## src/rtl/systolic_ctrl.sv

```systemverilog
// Command sequencer for the 2x2 weight-stationary systolic array: weight load, switch, skewed input stream, drain.
// Define SYSTOLIC_CTRL_TIMEOUT_EN to add the drain watchdog that raises err.
module systolic_ctrl #(
  parameter int WIDTH         = 2,
  parameter int DATA_W        = 16,
  parameter int DRAIN_TIMEOUT = 64
) (
  input  logic              clk,
  input  logic              rst,
  input  logic              cmd_valid,
  output logic              cmd_ready,
  input  logic [15:0]       cmd_rows,
  input  logic [1:0]        cmd_cols,
  input  logic              cmd_skip_w,
  input  logic              w_valid,
  output logic              w_ready,
  input  logic [DATA_W-1:0] w_data_1,
  input  logic [DATA_W-1:0] w_data_2,
  input  logic              x_valid,
  output logic              x_ready,
  input  logic [DATA_W-1:0] x_data_1,
  input  logic [DATA_W-1:0] x_data_2,
  output logic [DATA_W-1:0] sys_weight_in_11,
  output logic [DATA_W-1:0] sys_weight_in_12,
  output logic              sys_accept_w_1,
  output logic              sys_accept_w_2,
  output logic              sys_switch_in,
  output logic              sys_start,
  output logic [DATA_W-1:0] sys_data_in_11,
  output logic [DATA_W-1:0] sys_data_in_21,
  output logic [15:0]       ub_rd_col_size_in,
  output logic              ub_rd_col_size_valid_in,
  input  logic              sys_valid_out_21,
  input  logic              sys_valid_out_22,
  output logic              busy,
  output logic              done,
  output logic              err
);

  localparam int WB_W = (WIDTH > 1) ? $clog2(WIDTH) : 1;
  localparam logic [WB_W-1:0] WB_LAST = WB_W'(WIDTH - 1);

  typedef enum logic [2:0] {
    S_IDLE, S_CFG, S_LOAD_W, S_SWITCH, S_STREAM, S_DRAIN, S_DONE
  } state_e;

  state_e            state_q, state_d;
  logic [15:0]       rows_q, rows_d;
  logic [1:0]        cols_q, cols_d;
  logic              skip_q, skip_d;
  logic [WB_W-1:0]   wbeat_q, wbeat_d;
  logic [15:0]       xcnt_q, xcnt_d;
  logic [15:0]       cnt1_q, cnt1_d;
  logic [15:0]       cnt2_q, cnt2_d;
  logic [DATA_W-1:0] w11_q, w11_d, w12_q, w12_d;
  logic              acc1_q, acc1_d, acc2_q, acc2_d;
  logic              sw_q, sw_d, start_q, start_d;
  logic [DATA_W-1:0] d11_q, d11_d, d21_q, d21_d, skew_q, skew_d;
  logic [15:0]       ub_size_q, ub_size_d;
  logic              ub_vld_q, ub_vld_d;

  logic       accept, w_beat, x_beat, two_col;
  logic [1:0] cols_in;

  assign accept  = cmd_valid && (state_q == S_IDLE);
  assign w_beat  = w_valid && (state_q == S_LOAD_W);
  assign x_beat  = x_valid && (state_q == S_STREAM);
  assign cols_in = (cmd_cols == 2'd1) ? 2'd1 : 2'd2;
  assign two_col = (cols_q == 2'd2);

`ifdef SYSTOLIC_CTRL_TIMEOUT_EN
  localparam int WD_W = $clog2(DRAIN_TIMEOUT + 1);
  localparam logic [WD_W-1:0] WD_LIM = WD_W'(DRAIN_TIMEOUT);
  logic [WD_W-1:0] wd_q, wd_d;
  logic            err_q, err_d;
  logic            timeout;
`endif

  always_comb begin
    state_d = state_q;
    rows_d  = rows_q;
    cols_d  = cols_q;
    skip_d  = skip_q;
    wbeat_d = wbeat_q;
    xcnt_d  = xcnt_q;
    cnt1_d  = cnt1_q;
    cnt2_d  = cnt2_q;
    case (state_q)
      S_IDLE: if (cmd_valid) begin
        state_d = S_CFG;
        rows_d  = cmd_rows;
        cols_d  = cols_in;
        skip_d  = cmd_skip_w;
      end
      S_CFG: begin
        cnt1_d  = '0;
        cnt2_d  = '0;
        wbeat_d = '0;
        xcnt_d  = '0;
        if (!skip_q)              state_d = S_LOAD_W;
        else if (rows_q == 16'd0) state_d = S_DONE;
        else                      state_d = S_STREAM;
      end
      S_LOAD_W: if (w_valid) begin
        if (wbeat_q == WB_LAST) state_d = S_SWITCH;
        else                    wbeat_d = wbeat_q + WB_W'(1);
      end
      S_SWITCH: state_d = (rows_q == 16'd0) ? S_DONE : S_STREAM;
      S_STREAM: if (x_valid) begin
        xcnt_d = xcnt_q + 16'd1;
        if (xcnt_d == rows_q) state_d = S_DRAIN;
      end
      S_DRAIN: state_d = S_DRAIN;
      S_DONE:  state_d = S_IDLE;
      default: state_d = S_IDLE;
    endcase

    // Counters saturate at M so surplus array pulses cannot overshoot the exit compare.
    if (state_q == S_STREAM || state_q == S_DRAIN) begin
      if (sys_valid_out_21 && cnt1_q != rows_q) cnt1_d = cnt1_q + 16'd1;
      if (sys_valid_out_22 && cnt2_q != rows_q) cnt2_d = cnt2_q + 16'd1;
    end
    if (state_q == S_DRAIN && cnt1_d == rows_q && (!two_col || cnt2_d == rows_q))
      state_d = S_DONE;

`ifdef SYSTOLIC_CTRL_TIMEOUT_EN
    wd_d    = '0;
    timeout = 1'b0;
    if (state_q == S_DRAIN && !sys_valid_out_21 && !sys_valid_out_22) begin
      wd_d = wd_q + WD_W'(1);
      if (wd_d == WD_LIM && state_d == S_DRAIN) begin
        timeout = 1'b1;
        state_d = S_DONE;
      end
    end
    err_d = accept ? 1'b0 : (timeout ? 1'b1 : err_q);
`endif
  end

  always_comb begin
    w11_d     = w_beat ? w_data_1 : w11_q;
    w12_d     = (w_beat && two_col) ? w_data_2 : w12_q;
    acc1_d    = w_beat;
    acc2_d    = w_beat && two_col;
    sw_d      = (state_q == S_SWITCH);
    start_d   = x_beat;
    d11_d     = x_beat ? x_data_1 : '0;
    skew_d    = x_beat ? x_data_2 : '0;
    d21_d     = skew_q;
    ub_vld_d  = accept;
    ub_size_d = accept ? {14'd0, cols_in} : 16'd0;
  end

  always_ff @(posedge clk or posedge rst) begin
    if (rst) begin
      state_q   <= S_IDLE;
      rows_q    <= '0;
      cols_q    <= '0;
      skip_q    <= 1'b0;
      wbeat_q   <= '0;
      xcnt_q    <= '0;
      cnt1_q    <= '0;
      cnt2_q    <= '0;
      w11_q     <= '0;
      w12_q     <= '0;
      acc1_q    <= 1'b0;
      acc2_q    <= 1'b0;
      sw_q      <= 1'b0;
      start_q   <= 1'b0;
      d11_q     <= '0;
      d21_q     <= '0;
      skew_q    <= '0;
      ub_size_q <= '0;
      ub_vld_q  <= 1'b0;
    end else begin
      state_q   <= state_d;
      rows_q    <= rows_d;
      cols_q    <= cols_d;
      skip_q    <= skip_d;
      wbeat_q   <= wbeat_d;
      xcnt_q    <= xcnt_d;
      cnt1_q    <= cnt1_d;
      cnt2_q    <= cnt2_d;
      w11_q     <= w11_d;
      w12_q     <= w12_d;
      acc1_q    <= acc1_d;
      acc2_q    <= acc2_d;
      sw_q      <= sw_d;
      start_q   <= start_d;
      d11_q     <= d11_d;
      d21_q     <= d21_d;
      skew_q    <= skew_d;
      ub_size_q <= ub_size_d;
      ub_vld_q  <= ub_vld_d;
    end
  end

`ifdef SYSTOLIC_CTRL_TIMEOUT_EN
  always_ff @(posedge clk or posedge rst) begin
    if (rst) begin
      wd_q  <= '0;
      err_q <= 1'b0;
    end else begin
      wd_q  <= wd_d;
      err_q <= err_d;
    end
  end
  assign err = err_q;
`else
  logic unused_cfg;
  assign unused_cfg = (DRAIN_TIMEOUT != 0);
  assign err        = 1'b0;
`endif

  assign cmd_ready               = (state_q == S_IDLE);
  assign busy                    = (state_q != S_IDLE);
  assign done                    = (state_q == S_DONE);
  assign w_ready                 = (state_q == S_LOAD_W);
  assign x_ready                 = (state_q == S_STREAM);
  assign sys_weight_in_11        = w11_q;
  assign sys_weight_in_12        = w12_q;
  assign sys_accept_w_1          = acc1_q;
  assign sys_accept_w_2          = acc2_q;
  assign sys_switch_in           = sw_q;
  assign sys_start               = start_q;
  assign sys_data_in_11          = d11_q;
  assign sys_data_in_21          = d21_q;
  assign ub_rd_col_size_in       = ub_size_q;
  assign ub_rd_col_size_valid_in = ub_vld_q;

endmodule

```

## config.mk

```make
export PLATFORM = sky130hd
export DESIGN_NAME = systolic_ctrl
export DESIGN_NICKNAME = d
export VERILOG_FILES = /design/src/rtl/systolic_ctrl.sv
export SDC_FILE = /design/constraint.sdc
export NUM_CORES = 1
export LEC_CHECK = 0
export CAP_MARGIN = 15
export CORE_UTILIZATION = 35
export CTS_CLUSTER_SIZE = 8
export DETAILED_ROUTE_END_ITERATION = 8
export SYNTH_ARGS = -nofsm -noshare
export SYNTH_HDL_FRONTEND = slang
export SYNTH_SLANG_ARGS = --single-unit
```

## constraint.sdc

```tcl
create_clock -name clk -period 8.2 [get_ports clk]
set_input_delay 1.64 -clock clk [delete_from_list [all_inputs] [get_ports clk]]
set_output_delay 1.64 -clock clk [all_outputs]
set_load 0.005 [all_outputs]
```

==> impl_metrics.tcl, run 1 <==
set metrics [dict create \
    outcome "completed" \
    critical_path.endpoint_type "flop" \
    multi_input_area_sq_mm 0.00424 \
    cts_setup_buffers 0 \
    drt_first_pass_iters 5 \
    finalNetCount 1140 \
    fin_util_pct 45.4 \
    powerDensity_mw_per_mm2 310 \
    h-tree-depth 4 \
    cts_buffers 17 \
    wl_um 26500 \
    crit_family "simple AND/OR/NAND/NOR gates" \
    maxCapViolations 0 \
    peakVddDrop_uv 127 \
    grt_pass1_wl_um 41900 \
    hold_buffers 0 \
    min_period_ns 4.52 \
    insertion_delay_ns 0.43 \
    arrival_ns 4.82 \
    pin_count 181 \
    die-area_sq_mm 0.0254 \
    min_period_over_period_pct 55.1 \
    worst_path_max_delay_cell "clkdlybuf4s50_1" \
    layout-drive-gt1-share_pct 7.26 \
    skew_ns 0.0118 \
    cp.required_ns 8.50 \
    drv_slew 0 \
    async_flop_share_pct 100 \
    crit_path_max_incr_delay_ns 0.93 \
    cp_max_fo 34 \
    wl_per_cell_um 19.2 \
    ant_nets 0 \
    dieWidth_um 159 \
    cts_resized 0 \
    cp-start-kind "input pin" \
    synth_edf_count 0 \
    place.gp.congestion 0.949 \
    final.fill_count 2327 \
    fp.coreArea_sq_mm 0.0243 \
    clock_path_buffers 2 \
    setup_viol 0 \
    syn_avg_cell_area_sq_um 9.29 \
    worst_slew_pin_slew_ns 1.09 \
    tns_ns 0 \
    rsz0062_at_grt "no" \
    grt_pass1_vias 7246 \
    syn_inst 933 \
    cp_cell_sequence "clkdlybuf4s50_1, nand2_1, inv_1, nor2_1, o21ai_0, o41ai_1" \
    drc 0 \
    drtIter0Drc 691 \
    cts_tree "yes" \
    grt.total_usage_pct 21.2 \
    clock_sinks 158 \
    holdWs_ns 0.340 \
    rows 57 \
    die_h_um 159 \
    ys_seq_area_share_pct 45.6 \
    root_buffer "clkbuf_16" \
    leakagePower_uw 0.00479 \
    fmax_ghz 0.221 \
    seq_area_sq_mm 0.00395 \
    crit_buf_inv 2 \
    hold_class "flop to flop" \
    synth_ff_type "dfrtp_1" \
    synthToLayoutAreaGrowth_pct 27.3 \
    synthesis.area_sq_mm 0.00867 \
    overflow 0 \
    ys_seq_elements 158 \
    worstSetupPathType "input pin to flop" \
    yosysWarnings 0 \
    initial_utilization_pct 35.6 \
    vias 7479 \
    grt_max_degree 86 \
    slew_headroom_pct 27.1 \
    hpwl_um 18300 \
    antenna_cells 0 \
    ys_types 70 \
    portBuffers 165 \
    path_clk_slew_ns 0.07 \
    antenna_found_initial 0 \
    hold_viol_final 0 \
    vias_per_cell 5.40 \
    finalPower_uw 3420 \
]
==> layer usage <==
layer	wire length (um)	vias up	GRT usage [%]
met3	1400	51	3.93
met5	0	-	0
met2	12800	266	33.8
met1	11600	3681	28.2
li1	-	3481	-
met4	806	0	9.13
==> through the flow <==
step | setup WS [ns] | instance area [sq um] | cells
final | 3.68 | 11000 | 1384
after floorplan | 2.30 | 8720 | 947
after CTS | 3.75 | 11000 | 1384
after detailed placement | 3.32 | 10400 | 1352
after global routing | 3.39 | 11000 | 1384
after global placement | 3.39 | 10400 | 1352
==> synthesized netlist by cell type (4+ instances only) <==
| master | n | area, sq um |
|---|---|---|
| a211oi_1 | 5 | 37.5 |
| and3_1 | 49 | 307 |
| a31oi_1 | 9 | 56.3 |
| clkbuf_1 | 50 | 188 |
| nor2b_1 | 7 | 43.8 |
| nor3_1 | 15 | 75.1 |
| nand3_1 | 26 | 130 |
| nand2_1 | 127 | 477 |
| buf_2 | 18 | 90.1 |
| o31ai_1 | 9 | 67.6 |
| inv_1 | 20 | 75.1 |
| and2_1 | 11 | 68.8 |
| nor3b_1 | 4 | 30.0 |
| mux2i_1 | 15 | 150 |
| nand3b_1 | 4 | 30.0 |
| mux2_2 | 31 | 349 |
| buf_1 | 6 | 22.5 |
| nand4_1 | 14 | 87.6 |
| and4_1 | 11 | 96.3 |
| xnor2_1 | 39 | 342 |
| o211ai_1 | 6 | 45.0 |
| dfrtp_1 | 158 | 3950 |
| xor2_1 | 39 | 342 |
| nor4_1 | 17 | 106 |
| o21ai_0 | 59 | 295 |
| a21oi_1 | 27 | 135 |
| nand2b_1 | 11 | 68.8 |
| o22ai_1 | 7 | 43.8 |
| nor2_1 | 51 | 191 |
| buf_4 | 18 | 135 |
==> path summary, 6_finish.rpt <==
path                                             from                         endpoint  slack, ns  cells after the start
max in group asynchronous                         rst     sys_data_in_11[13]$_DFF_PP0_       4.97                      3
worst min-delay path              d21_d[14]$_DFF_PP0_     sys_data_in_21[14]$_DFF_PP0_       0.34                      0
min in group asynchronous                         rst  sys_weight_in_12[3]$_DFFE_PP0P_       1.73                      2
worst max register to register  rows_q[0]$_DFFE_PP0P_           state_q[1]$_DFFE_PP0P_       4.03                      9
worst min register to register    d21_d[14]$_DFF_PP0_     sys_data_in_21[14]$_DFF_PP0_       0.34                      0
worst max-delay path                          x_valid           xcnt_q[15]$_DFFE_PP0P_       3.68                      6
==> worst register-to-register path, stage by stage, from the launching register on <==
cell	delay, ns
dfrtp_1	0.86
xor2_1	0.15
or4_4	0.59
nor4_4	0.61
nand2b_1	0.65
mux2i_1	0.37
xor2_1	0.12
nor4_1	0.35
and4_1	0.28
o21bai_1	0.12
==> cells in the final DEF, fill, tap and decap left out, types with 4 or more instances in the layout <==
cell             instances
a31oi_1                  9
nor3b_1                  4
nand2b_1                11
o211ai_1                 6
o22ai_1                  7
nand2_1                127
nand3_1                 26
o31ai_1                  9
xor2_1                  39
buf_4                   10
nor2_1                  51
nand3b_1                 4
xnor2_1                 39
inv_1                   19
nand4_1                 14
a211oi_1                 5
o21ai_0                 59
and3_1                  49
and2_1                  11
nor2b_1                  7
a21oi_1                 27
dfrtp_1                158
mux2i_1                 15
inv_6                    7
nor4_1                  17
clkdlybuf4s50_1        165
nor3_1                  14
clkbuf_16               17
and4_1                  11
conb_1                  15
mux2_2                  31
==> sequential cells by signal, indices dropped and copies added, names as in the netlist <==
register,count
sys_accept_w_2,1
state_q,3
ub_rd_col_size_in,2
sys_weight_in_12,16
rows_q,16
cnt1_q,16
sys_start,1
ub_rd_col_size_valid_in,1
cnt2_q,16
sys_weight_in_11,16
skip_q,1
d21_d,16
xcnt_q,16
wbeat_q,1
sys_switch_in,1
sys_data_in_11,16
sys_data_in_21,16
cols_q,2
sys_accept_w_1,1
==> area by class of cell <==
cell class                      count  area share [%]
Tap cell                          324            3.67
Timing Repair Buffer              175            15.6
Sequential cell                   158            35.8
Clock inverter                     14            1.76
Multi-Input combinational cell    674            38.4
Clock buffer                       18            3.89
Inverter                           21           0.760
==> power by group <==
part | switching [uW] | internal, uW
clock | 368 | 493
combinational | 674 | 635
sequential | 290 | 963
total | 1330 | 2090
==> kinds of logic after synthesis <==
family                     synth area share, %
and+or+nand+nor                           21.5
AOI/OAI and AO/OA                         12.7
DFF                                       45.6
buffers and inverters                     6.12
xor gates and xnor gates                  7.88
muxes                                     5.76
adders and majority gates                0.433
other                                   0.0433
Note: power is estimated with default switching activity, not from simulation.
==> run 2, diff against run 1 <==
==> constraint.sdc (replaced) <==
create_clock -name clk -period 4.34 [get_ports clk]
set_input_delay 0.868 -clock clk [delete_from_list [all_inputs] [get_ports clk]]
set_output_delay 0.868 -clock clk [all_outputs]
set_load 0.005 [all_outputs]
==> impl_metrics.tcl, run 2 (synthesized netlist as in run 1, its figures left out) <==
set metrics [dict create \
    setup_slack_ns 0.801 \
    final_cell_area_sq_mm 0.0112 \
    grt_pass1_wl_um 42600 \
    cts_tree "yes" \
    portBuffers 165 \
    wl_per_cell_um 19.3 \
    clock_path_buffers 2 \
    setup_viol 0 \
    ant_nets 0 \
    maxCapViolations 0 \
    hold_class "flop to flop" \
    crit_buf_inv 1 \
    drtIter0Drc 835 \
    cp.required_ns 4.70 \
    fp.coreArea_sq_mm 0.0243 \
    mostFrequentLayoutCells "clkdlybuf4s50_1 (165), dfrtp_1 (158), nand2_1 (127)" \
    worstSetupPathType "flop to flop" \
    drt_first_pass_iters 5 \
    h-tree-depth 4 \
    antenna_cells 0 \
    hold_viol_final 0 \
    die-area_sq_mm 0.0254 \
    cts_resized 0 \
    arrival_ns 3.90 \
    hold_buffers 0 \
    min_period_ns 3.54 \
    whs_path_depth 0 \
    layout-drive-gt1-share_pct 9.16 \
    cp-start-kind "flop" \
    fin_util_pct 46.0 \
    worstRegToRegCells 10 \
    worst_slew_pin_slew_ns 0.975 \
    clock_sinks 158 \
    antenna_found_initial 0 \
    rows 57 \
    final_common_cell "clkdlybuf4s50_1" \
    grt.total_usage_pct 21.6 \
    slew_headroom_pct 35.0 \
    tns_ns 0 \
    insertion_delay_ns 0.44 \
    wl_um 27100 \
    place.gp.congestion 0.976 \
    leakagePower_uw 0.00488 \
    pre_cts_slack_ns 0.535 \
    crit_path_max_incr_delay_ns 0.83 \
    finalNetCount 1161 \
    grt_pass1_vias 7230 \
    critical_path.endpoint_type "flop" \
    cp_num_cells 10 \
    fmax_ghz 0.283 \
    vias 7588 \
    skew_ns 0.0115 \
    hpwl_um 19000 \
    drc 0 \
    postPlaceCellArea_sq_mm 0.0106 \
    vias_per_cell 5.40 \
    path_clk_slew_ns 0.08 \
    rsz0062_at_grt "no" \
    cts_buffers 17 \
    drv_slew 0 \
    cp_max_fo 25 \
    initial_utilization_pct 35.6 \
    crit_family "simple AND/OR/NAND/NOR gates" \
    powerDensity_mw_per_mm2 582 \
    dieWidth_um 159 \
    min_period_over_period_pct 81.5 \
    root_buffer "clkbuf_16" \
    cts_setup_buffers 0 \
    synthToLayoutAreaGrowth_pct 29.1 \
    overflow 0 \
    worst_path_max_delay_cell "or3b_1" \
    peakVddDrop_uv 308 \
    die_h_um 159 \
    cp_cell_sequence "or3b_1, buf_4, nand2_1, a22o_1, a211oi_1, nand3_1, nor4_1, o2111a_1, and4_1, o21bai_1" \
    grt_max_degree 141 \
    outcome "completed" \
    pin_count 181 \
]
-- run 2: final cells by class --
cell class,instances,area [sq um]
multi-input cells,674,4240
flip-flops and latches,158,3950
clock buffers,17,425
well taps,324,405
fillers,2294,13100
inverters,21,82.6
clock inverters,15,189
repair buffers,196,1900
-- run 2: power breakdown --
part | switching [uW] | total (uW) | internal [uW] | leakage [uW]
clock | 753 | 1540 | 784 | 0.000298
combinational | 1480 | 2770 | 1290 | 0.00250
sequential | 387 | 2210 | 1820 | 0.00209
total | 2620 | 6520 | 3900 | 0.00488
-- run 2: per-layer routing --
layer | global-route usage (%) | vias to the layer above | routed length (um)
li1 | - | 3534 | -
met1 | 29.4 | 3735 | 12100
met2 | 35.9 | 272 | 13300
met3 | 2.81 | 47 | 1160
met4 | 6.47 | 0 | 612
met5 | 0 | - | 0
-- run 2: path summary, 6_finish.rpt --
path                                         from                         endpoint  slack, ns
max                        state_q[2]$_DFFE_PP0P_           state_q[1]$_DFFE_PP0P_       0.80
max reg2reg                state_q[2]$_DFFE_PP0P_           state_q[1]$_DFFE_PP0P_       0.80
min                           d21_d[13]$_DFF_PP0_     sys_data_in_21[13]$_DFF_PP0_       0.35
min reg2reg                   d21_d[13]$_DFF_PP0_     sys_data_in_21[13]$_DFF_PP0_       0.35
min in group asynchronous                     rst  sys_weight_in_12[8]$_DFFE_PP0P_       0.79
max in group asynchronous                     rst            xcnt_q[5]$_DFFE_PP0P_       2.48
-- run 2: stage by stage --
stage,total power (uW),std cells,hold slack [ns]
final,6520,1405,0.348
after detailed placement,4960,1373,0.336
after global routing,6860,1405,0.350
after global placement,4960,1373,0.332
after floorplan,3750,947,0.331
after CTS,6540,1405,0.348
==> run 3, diff against run 2 <==
==> constraint.sdc (replaced) <==
create_clock -name clk -period 3.4 [get_ports clk]
set_input_delay 0.68 -clock clk [delete_from_list [all_inputs] [get_ports clk]]
set_output_delay 0.68 -clock clk [all_outputs]
set_load 0.005 [all_outputs]
==> impl_metrics.tcl, run 3 (synthesized netlist as in run 1, its figures left out) <==
set metrics [dict create \
    hold_buffers 0 \
    dp_cells 1412 \
    hold_class "flop to flop" \
    drv_slew 0 \
    final_common_cell "clkdlybuf4s50_1" \
    power_frac_seq_pct 31.2 \
    rows 57 \
    peakVddDrop_uv 321 \
    internal_power_uw 5250 \
    hpwl_um 21000 \
    fin_util_pct 47.5 \
    drtIter0Drc 657 \
    vias 7673 \
    wl_um 28200 \
    synthToLayoutAreaGrowth_pct 33.3 \
    portBuffers 165 \
    grt_max_degree 33 \
    skew_ns 0.0151 \
    grt.total_usage_pct 22.7 \
    insertion_delay_ns 0.44 \
    tns_ns 0 \
    antenna_cells 0 \
    leakagePower_uw 0.00510 \
    root_buffer "clkbuf_16" \
    cp.required_ns 3.68 \
    setup_viol 0 \
    clock_sinks 158 \
    dieWidth_um 159 \
    pin_count 181 \
    clock_path_buffers 2 \
    h-tree-depth 4 \
    cts_resized 0 \
    hold_viol_final 0 \
    worst_slew_pin_slew_ns 0.754 \
    antenna_found_initial 0 \
    path_clk_slew_ns 0.07 \
    cts_buffers 17 \
    wl_per_cell_um 19.5 \
    ant_nets 0 \
    switching_share_pct 39.1 \
    overflow 0 \
    grt_pass1_wl_um 44200 \
    powerDensity_mw_per_mm2 746 \
    place.gp.congestion 0.961 \
    finalNetCount 1200 \
    fmax_ghz 0.316 \
    cp-start-kind "flop" \
    layout-drive-gt1-share_pct 12.3 \
    switchingPower_uw 3370 \
    arrival_ns 3.44 \
    p_clk_share_pct 24.0 \
    min_period_ns 3.16 \
    power_frac_comb_pct 44.8 \
    critical_path.endpoint_type "flop" \
    mostFrequentLayoutCells "clkdlybuf4s50_1 (165), dfrtp_1 (158), nand2_1 (127)" \
    cts_tree "yes" \
    drt_first_pass_iters 6 \
    worstSetupPathType "flop to flop" \
    cp_max_fo 8 \
    drc 0 \
    cts_setup_buffers 0 \
    slew_headroom_pct 49.6 \
    rsz0062_at_grt "no" \
    initial_utilization_pct 35.6 \
    min_period_over_period_pct 93.0 \
    die_h_um 159 \
    vias_per_cell 5.31 \
    maxCapViolations 0 \
    die-area_sq_mm 0.0254 \
    outcome "completed" \
    grt_pass1_vias 7557 \
    layoutNonFillerInstCount 1444 \
    fp.coreArea_sq_mm 0.0243 \
]
run 3: cell types whose count changed in the layout (fill, tap and decap cells not counted), sizes merged:
cell      delta
bufinv       +2
clkinv       -5
inv          +2
clkinvlp     +1
buf         +39
run 3: power by group through the flow:
stage / sequential (uW) / clock, uW / combinational, uW
2_1_floorplan: 2600 / 0 / 2190
3_3_place_gp: 2700 / 0 / 3840
3_5_place_dp: 2720 / 0 / 3830
4_1_cts: 2690 / 2130 / 3850
5_1_grt: 2750 / 2200 / 4180
6_report: 2690 / 2070 / 3860
run 3: routing by layer:
| metal | up-vias | routed length (um) | global-route usage (%) |
|---|---|---|---|
| li1 | 3597 | - | - |
| met1 | 3736 | 12200 | 29.2 |
| met2 | 272 | 13500 | 36.8 |
| met3 | 68 | 1490 | 4.74 |
| met4 | 0 | 1010 | 9.92 |
| met5 | - | 0 | 0 |
run 3: cell type report:
class / count / area, sq um
repair buffers: 235 / 2230
fillers: 2282 / 12800
flip-flops and latches: 158 / 3950
well taps: 324 / 405
clock buffers: 17 / 425
inverters: 21 / 82.6
clock inverters: 15 / 215
multi-input cells: 674 / 4240
run 3: metrics by stage:
step | area [sq um] | total power [uW] | hold WS [ns] | setup WS (ns)
after floorplan | 8720 | 4780 | 0.331 | 0.719
after global placement | 10900 | 6540 | 0.331 | 0.0446
after detailed placement | 10900 | 6550 | 0.335 | 0.0524
after CTS | 11600 | 8670 | 0.346 | 0.298
after global routing | 11600 | 9120 | 0.350 | 0.0874
final | 11600 | 8620 | 0.341 | 0.238
run 3: worst max-delay path: stages (launching register included):
cell and delay, ns:
dfrtp_1 0.37, buf_4 0.17, and3_1 0.31, and2_0 0.47, and4_1 0.31, o211ai_1 0.11, nor4_1 0.31, nand4_1 0.14
o41ai_1 0.49, and4_1 0.29, a211oi_1 0.05
run 3: path summary, 6_finish.rpt:
path	cells past startpoint	slack [ns]	endpoint	start
worst max register to register	10	0.24	state_q[0]$_DFFE_PP0P_	cnt2_q[5]$_DFF_PP0_
worst min-delay path	0	0.34	sys_data_in_21[7]$_DFF_PP0_	d21_d[7]$_DFF_PP0_
max in group asynchronous	3	2.07	sys_start$_DFF_PP0_	rst
min in group asynchronous	2	0.68	sys_data_in_21[5]$_DFF_PP0_	rst
worst max-delay path	10	0.24	state_q[0]$_DFFE_PP0P_	cnt2_q[5]$_DFF_PP0_
worst min register to register	0	0.34	sys_data_in_21[7]$_DFF_PP0_	d21_d[7]$_DFF_PP0_
